--- src/rtl/scan_seq8_pkg.sv ---
// Shared types and constants for the scan_seq8 channel sequencer.
// The BLANK state is only entered when SCAN_SEQ8_BLANK_EN is defined.
package scan_seq8_pkg;

  typedef enum logic [1:0] {
    IDLE  = 2'd0,
    DWELL = 2'd1,
    BLANK = 2'd2
  } state_t;

  localparam int DIV_W_DEFAULT = 16;
  localparam int NUM_CH        = 8;

endpackage

--- src/rtl/scan_next8.sv ---
// Combinational next-set-bit finder: returns the lowest set bit of mask above cur,
// or the lowest set bit overall with wrap = 1 when none lies above cur.
module scan_next8
  import scan_seq8_pkg::*;
(
  input  logic [NUM_CH-1:0] mask,
  input  logic [2:0]        cur,
  output logic [2:0]        nxt,
  output logic              wrap
);

  // Descending scans so the last hit is the lowest qualifying bit.
  always_comb begin
    nxt  = '0;
    wrap = 1'b1;
    for (int i = NUM_CH - 1; i >= 0; i--) begin
      if (mask[i]) nxt = 3'(i);
    end
    for (int i = NUM_CH - 1; i >= 0; i--) begin
      if (mask[i] && (i > int'(cur))) begin
        nxt  = 3'(i);
        wrap = 1'b0;
      end
    end
  end

endmodule

--- src/rtl/scan_seq8.sv ---
// Decoder scan sequencer: dwells on each enabled channel for div+1 cycles.
// Define SCAN_SEQ8_BLANK_EN to insert a one-cycle ena-low BLANK before every channel advance.
module scan_seq8
  import scan_seq8_pkg::*;
#(
  parameter int DIV_W = DIV_W_DEFAULT
) (
  input  logic              clk,
  input  logic              rst,
  input  logic              start,
  input  logic              stop,
  input  logic              cont,
  input  logic [NUM_CH-1:0] mask,
  input  logic [DIV_W-1:0]  div,
  output logic [2:0]        a,
  output logic              ena,
  output logic              busy,
  output logic              done
);

  state_t            state_q, state_d;
  logic [2:0]        a_q, a_d;
  logic              ena_q, ena_d;
  logic              done_q, done_d;
  logic [DIV_W-1:0]  cnt_q, cnt_d;
  logic [DIV_W-1:0]  div_q, div_d;
  logic [NUM_CH-1:0] mask_q, mask_d;
  logic              cont_q, cont_d;

  logic [NUM_CH-1:0] sel_mask;
  logic [2:0]        sel_cur;
  logic [2:0]        nxt;
  logic              wrap;

  // In IDLE, searching above channel 7 always wraps, yielding the lowest set bit for a start.
  assign sel_mask = (state_q == IDLE) ? mask : mask_q;
  assign sel_cur  = (state_q == IDLE) ? 3'd7 : a_q;

  scan_next8 u_next (
    .mask (sel_mask),
    .cur  (sel_cur),
    .nxt  (nxt),
    .wrap (wrap)
  );

  always_comb begin
    state_d = state_q;
    a_d     = a_q;
    ena_d   = ena_q;
    done_d  = 1'b0;
    cnt_d   = cnt_q;
    div_d   = div_q;
    mask_d  = mask_q;
    cont_d  = cont_q;
    unique case (state_q)
      IDLE: begin
        ena_d = 1'b0;
        if (start && !stop && (mask != '0)) begin
          state_d = DWELL;
          mask_d  = mask;
          div_d   = div;
          cont_d  = cont;
          a_d     = nxt;
          ena_d   = 1'b1;
          cnt_d   = '0;
        end
      end
      DWELL: begin
        if (stop) begin
          state_d = IDLE;
          ena_d   = 1'b0;
        end else if (cnt_q == div_q) begin
          cnt_d = '0;
          if (wrap && !cont_q) begin
            state_d = IDLE;
            ena_d   = 1'b0;
            done_d  = 1'b1;
          end else begin
            a_d = nxt;
`ifdef SCAN_SEQ8_BLANK_EN
            state_d = BLANK;
            ena_d   = 1'b0;
`else
            ena_d   = 1'b1;
`endif
          end
        end else begin
          cnt_d = cnt_q + 1'b1;
        end
      end
`ifdef SCAN_SEQ8_BLANK_EN
      BLANK: begin
        if (stop) begin
          state_d = IDLE;
          ena_d   = 1'b0;
        end else begin
          state_d = DWELL;
          ena_d   = 1'b1;
          cnt_d   = '0;
        end
      end
`endif
      default: begin
        state_d = IDLE;
        ena_d   = 1'b0;
      end
    endcase
  end

  always_ff @(posedge clk) begin
    if (rst) begin
      state_q <= IDLE;
      a_q     <= '0;
      ena_q   <= 1'b0;
      done_q  <= 1'b0;
      cnt_q   <= '0;
      div_q   <= '0;
      mask_q  <= '0;
      cont_q  <= 1'b0;
    end else begin
      state_q <= state_d;
      a_q     <= a_d;
      ena_q   <= ena_d;
      done_q  <= done_d;
      cnt_q   <= cnt_d;
      div_q   <= div_d;
      mask_q  <= mask_d;
      cont_q  <= cont_d;
    end
  end

  assign a    = a_q;
  assign ena  = ena_q;
  assign done = done_q;
  assign busy = (state_q != IDLE);

endmodule
--- config.mk ---
export PLATFORM = sky130hd
export DESIGN_NAME = scan_seq8
export DESIGN_NICKNAME = d
export VERILOG_FILES = /design/src/rtl/scan_seq8_pkg.sv /design/src/rtl/scan_next8.sv /design/src/rtl/scan_seq8.sv
export SDC_FILE = /design/constraint.sdc
export NUM_CORES = 1
export LEC_CHECK = 0
export ABC_AREA = 1
export ABC_CLOCK_PERIOD_IN_PS = 2100
export CORE_MARGIN = 1
export CORE_UTILIZATION = 50
export CTS_CLUSTER_SIZE = 14
export DETAILED_ROUTE_END_ITERATION = 7
export PLACE_DENSITY = 0.83
export RECOVER_POWER = 25
export SYNTH_ARGS = -nofsm -noshare
export SYNTH_HDL_FRONTEND = slang
export SYNTH_SLANG_ARGS = --single-unit
--- constraint.sdc ---
create_clock -name clk -period 2.1 [get_ports clk]
set_clock_uncertainty 0.15 [all_clocks]
set_input_delay 0.42 -clock clk [delete_from_list [all_inputs] [get_ports clk]]
set_output_delay 0.42 -clock clk [all_outputs]
set_load 0.02 [all_outputs]
==> summary.txt <==
Status
  • Status: completed

Clock tree
  • Clk_lat worst skew: 0.31 ns
  • Post-CTS Hold Fix Bufs: 0
  • Clk root buf: clkbuf_8
  • CTS tree: built
  • H-Tree Depth: 2
  • Clk slew on worst S/H paths: 0.09 ns
  • Clk sink count: 47
  • Max clock buf depth: 2
  • CTS Buf Count: 5

Critical path
  • Worst endpoint data arrival time: 1.46 ns
  • Crit path kind: reg2out
  • Slowest CP cell: clkdlybuf4s50_1
  • Delay-heaviest family, CP: buffers and inverters
  • Crit path max fanout: 18
  • CP Capture Type: output port
  • Buffers & Inverters on Critical Path: 2
  • WP data required: 1.53 ns
  • Worst-path cell chain: buf_12, clkdlybuf4s50_1
  • CP max stage delay: roughly 0.61 ns
  • Startpoint Class: flip-flop

Cells and area
  • Share of post-route cells with drive strength above 1: between 10% and 20%
  • Area delta synth->final: 30.9%
  • N_diodes: 0
  • Fin nets: 436
  • Most frequent cells in the layout: nand2_1, inv_1, dfxtp_1, a21oi_1
  • Most common cell after layout, fill and taps aside: nand2_1

STA
  • Fmax: 491 MHz
  • Final Slew Violations: 0
  • Crit share post-route: 96.9%
  • Hold WS: 0.307 ns
  • Final Critical Period: 2.03 ns
  • Worst Max-Slew Pin Slew: 0.346 ns
  • Final setup fails: 0
  • Relative slew slack: 76.9%
  • Final Hold Vio Count: 0

Synth
  • Top cells by area, synth: dfxtp_1, nand2_1, a21oi_1, inv_1, o21ai_0
  • Sequential area share after synthesis: 38.3%
  • Top_reg_cell synth: dfxtp_1
  • Async SR Flop Fraction: 0%
  • Syn Inst Count: 347
  • Post-synth cell types: 37
  • Synth Cell Area: 0.00246 mm²
  • Syn Area/Cell: ~7 µm²
  • Post-synth EDFFs: 0
  • Syn Nets: about 380
  • Synth Register Bits: between 40 and 50
  • Post-synth top area share: 38.3%
  • Yosys warnings: 0
  • Synth area leader: dfxtp_1

Global route
  • First-pass GRT wire length: 9.67 mm
  • Global-route usage over all layers: 23.5%
  • Vias in the first global route: roughly 2300
  • Largest net degree at the start of global routing: 27
  • GR Overflow Total: 0
  • Initial antenna violation count: 0

Place
  • Buffers on Ports: 34
  • GP Congestion: 0.909
  • HPWL Detailed: 4.22 mm

Drt
  • Via Count: 2424
  • Iter 0 DRT Violations: 100
  • Via density: 5.11
  • Routed WL: roughly 5.8 mm
  • Pre-antenna DRT Iters: 4
  • Post-DRT Antenna Nets: 0
  • DRC Markers: 0
  • Post-DR wirelength/cell: 12.3 µm

Min path
  • Worst Hold Class: reg2reg

Power and ir drop
  • Total Power: 0.00205 W
  • PwrDens: between 600 and 700 mW/mm²
  • Worst vdd ir: roughly 0.35 mV
  • Static Leak: 1.34 nW

Die
  • Starting Density: between 50 and 60%
  • Die Footprint: 0.00520 mm²
  • IO Count: 35
  • Die X: 72.1 µm
  • Core area: roughly 0.0047 mm²
  • Die H: 72.1 µm
  • Row cnt: 25

Run
  • Max cap viols: 0
-- sequential cells by signal, indices dropped and copies added (netlist names) --
register / count
cnt_q: 16
div_q: 16
mask_q: 8
a: 3
cont_q: 1
done: 1
ena: 1
state_q: 1
-- cells in the mapped netlist, types with 5 or more instances --
| master | count |
|---|---|
| nand3_1 | 11 |
| xor2_1 | 6 |
| nand2_1 | 66 |
| inv_1 | 48 |
| o21ai_0 | 28 |
| nor2_1 | 30 |
| clkbuf_1 | 8 |
| xnor2_1 | 12 |
| nor3_1 | 9 |
| nand4_1 | 5 |
| a21oi_1 | 37 |
| dfxtp_1 | 47 |
-- where the power goes --
group	total, W	internal, W	switching [W]
clock	0.000687	0.000355	0.000332
combinational	0.000402	0.000192	0.000210
sequential	0.000963	0.000935	0.0000284
-- cell type report --
type | count | area (µm²)
well taps | 67 | 83.8
inverters | 51 | 194
fillers | 396 | 1510
flip-flops and latches | 47 | 941
clock buffers | 5 | 68.8
repair buffers | 65 | 603
multi-input cells | 236 | 1280
clock inverters | 3 | 43.8
-- per-stage QoR --
| stage | setup slack, ns | std cells | utilization (%) | cell area [µm²] | setup TNS, ns |
|---|---|---|---|---|---|
| global placement | -0.289 | 464 | 64.5 | 3050 | -8.63 |
| floorplan | 0.287 | 347 | - | 2460 | 0 |
| detailed placement | -0.318 | 464 | 64.5 | 3050 | -9.57 |
| global route | -0.0206 | 474 | 68.1 | 3220 | -0.0868 |
| finish | 0.0654 | 474 | 68.1 | 3220 | 0 |
| CTS | 0.0506 | 472 | 67.0 | 3160 | 0 |
-- worst min-delay path: cells and delay by family, from the launching register on --
| family | cells | cell delay (ns) |
|---|---|---|
| buf+inv | 1 | 0.06 |
| flops | 1 | 0.31 |
| compound gates | 1 | 0.05 |
-- routing by layer --
metal  routed length [µm]  global-route usage (%)  vias to the layer above
li1                     -                       -                     1236
met3                  224                    4.72                       10
met5                    0                       0                        -
met2                 2870                    42.4                       57
met4                   81                    8.71                        0
met1                 2650                    27.5                     1121
-- final timing paths --
check	startpoint	end	slack, ns	cells after the start
hold / removal	mask_q[2]$_SDFFE_PP0P_	mask_q[2]$_SDFFE_PP0P_	0.31	2
hold reg to reg	mask_q[2]$_SDFFE_PP0P_	mask_q[2]$_SDFFE_PP0P_	0.31	2
setup reg to reg	state_q[0]$_SDFFE_PP0P_	a[1]$_SDFFE_PP0P_	0.12	13
setup / recovery	state_q[0]$_SDFFE_PP0P_	busy	0.07	2
-- kinds of logic after synthesis --
| kind of cell | after synthesis | synth area share [%] |
|---|---|---|
| compound gates | 80 | 18.3 |
| xor+xnor | 18 | 6.42 |
| simple gates | 137 | 25.5 |
| fa+ha+maj | 1 | 0.509 |
| buf+inv | 64 | 11.0 |
| flops | 47 | 38.3 |
-- what timing repair did --
| item | CTS | global route |
|---|---|---|
| gates resized for setup | 1 | 10 |
| pin swaps | 0 | 8 |
| gates cloned | 0 | 0 |
| buffers inserted | 0 | 2 |
| setup endpoints to repair | 1 | 18 |
(Power assumes the default switching activity.)
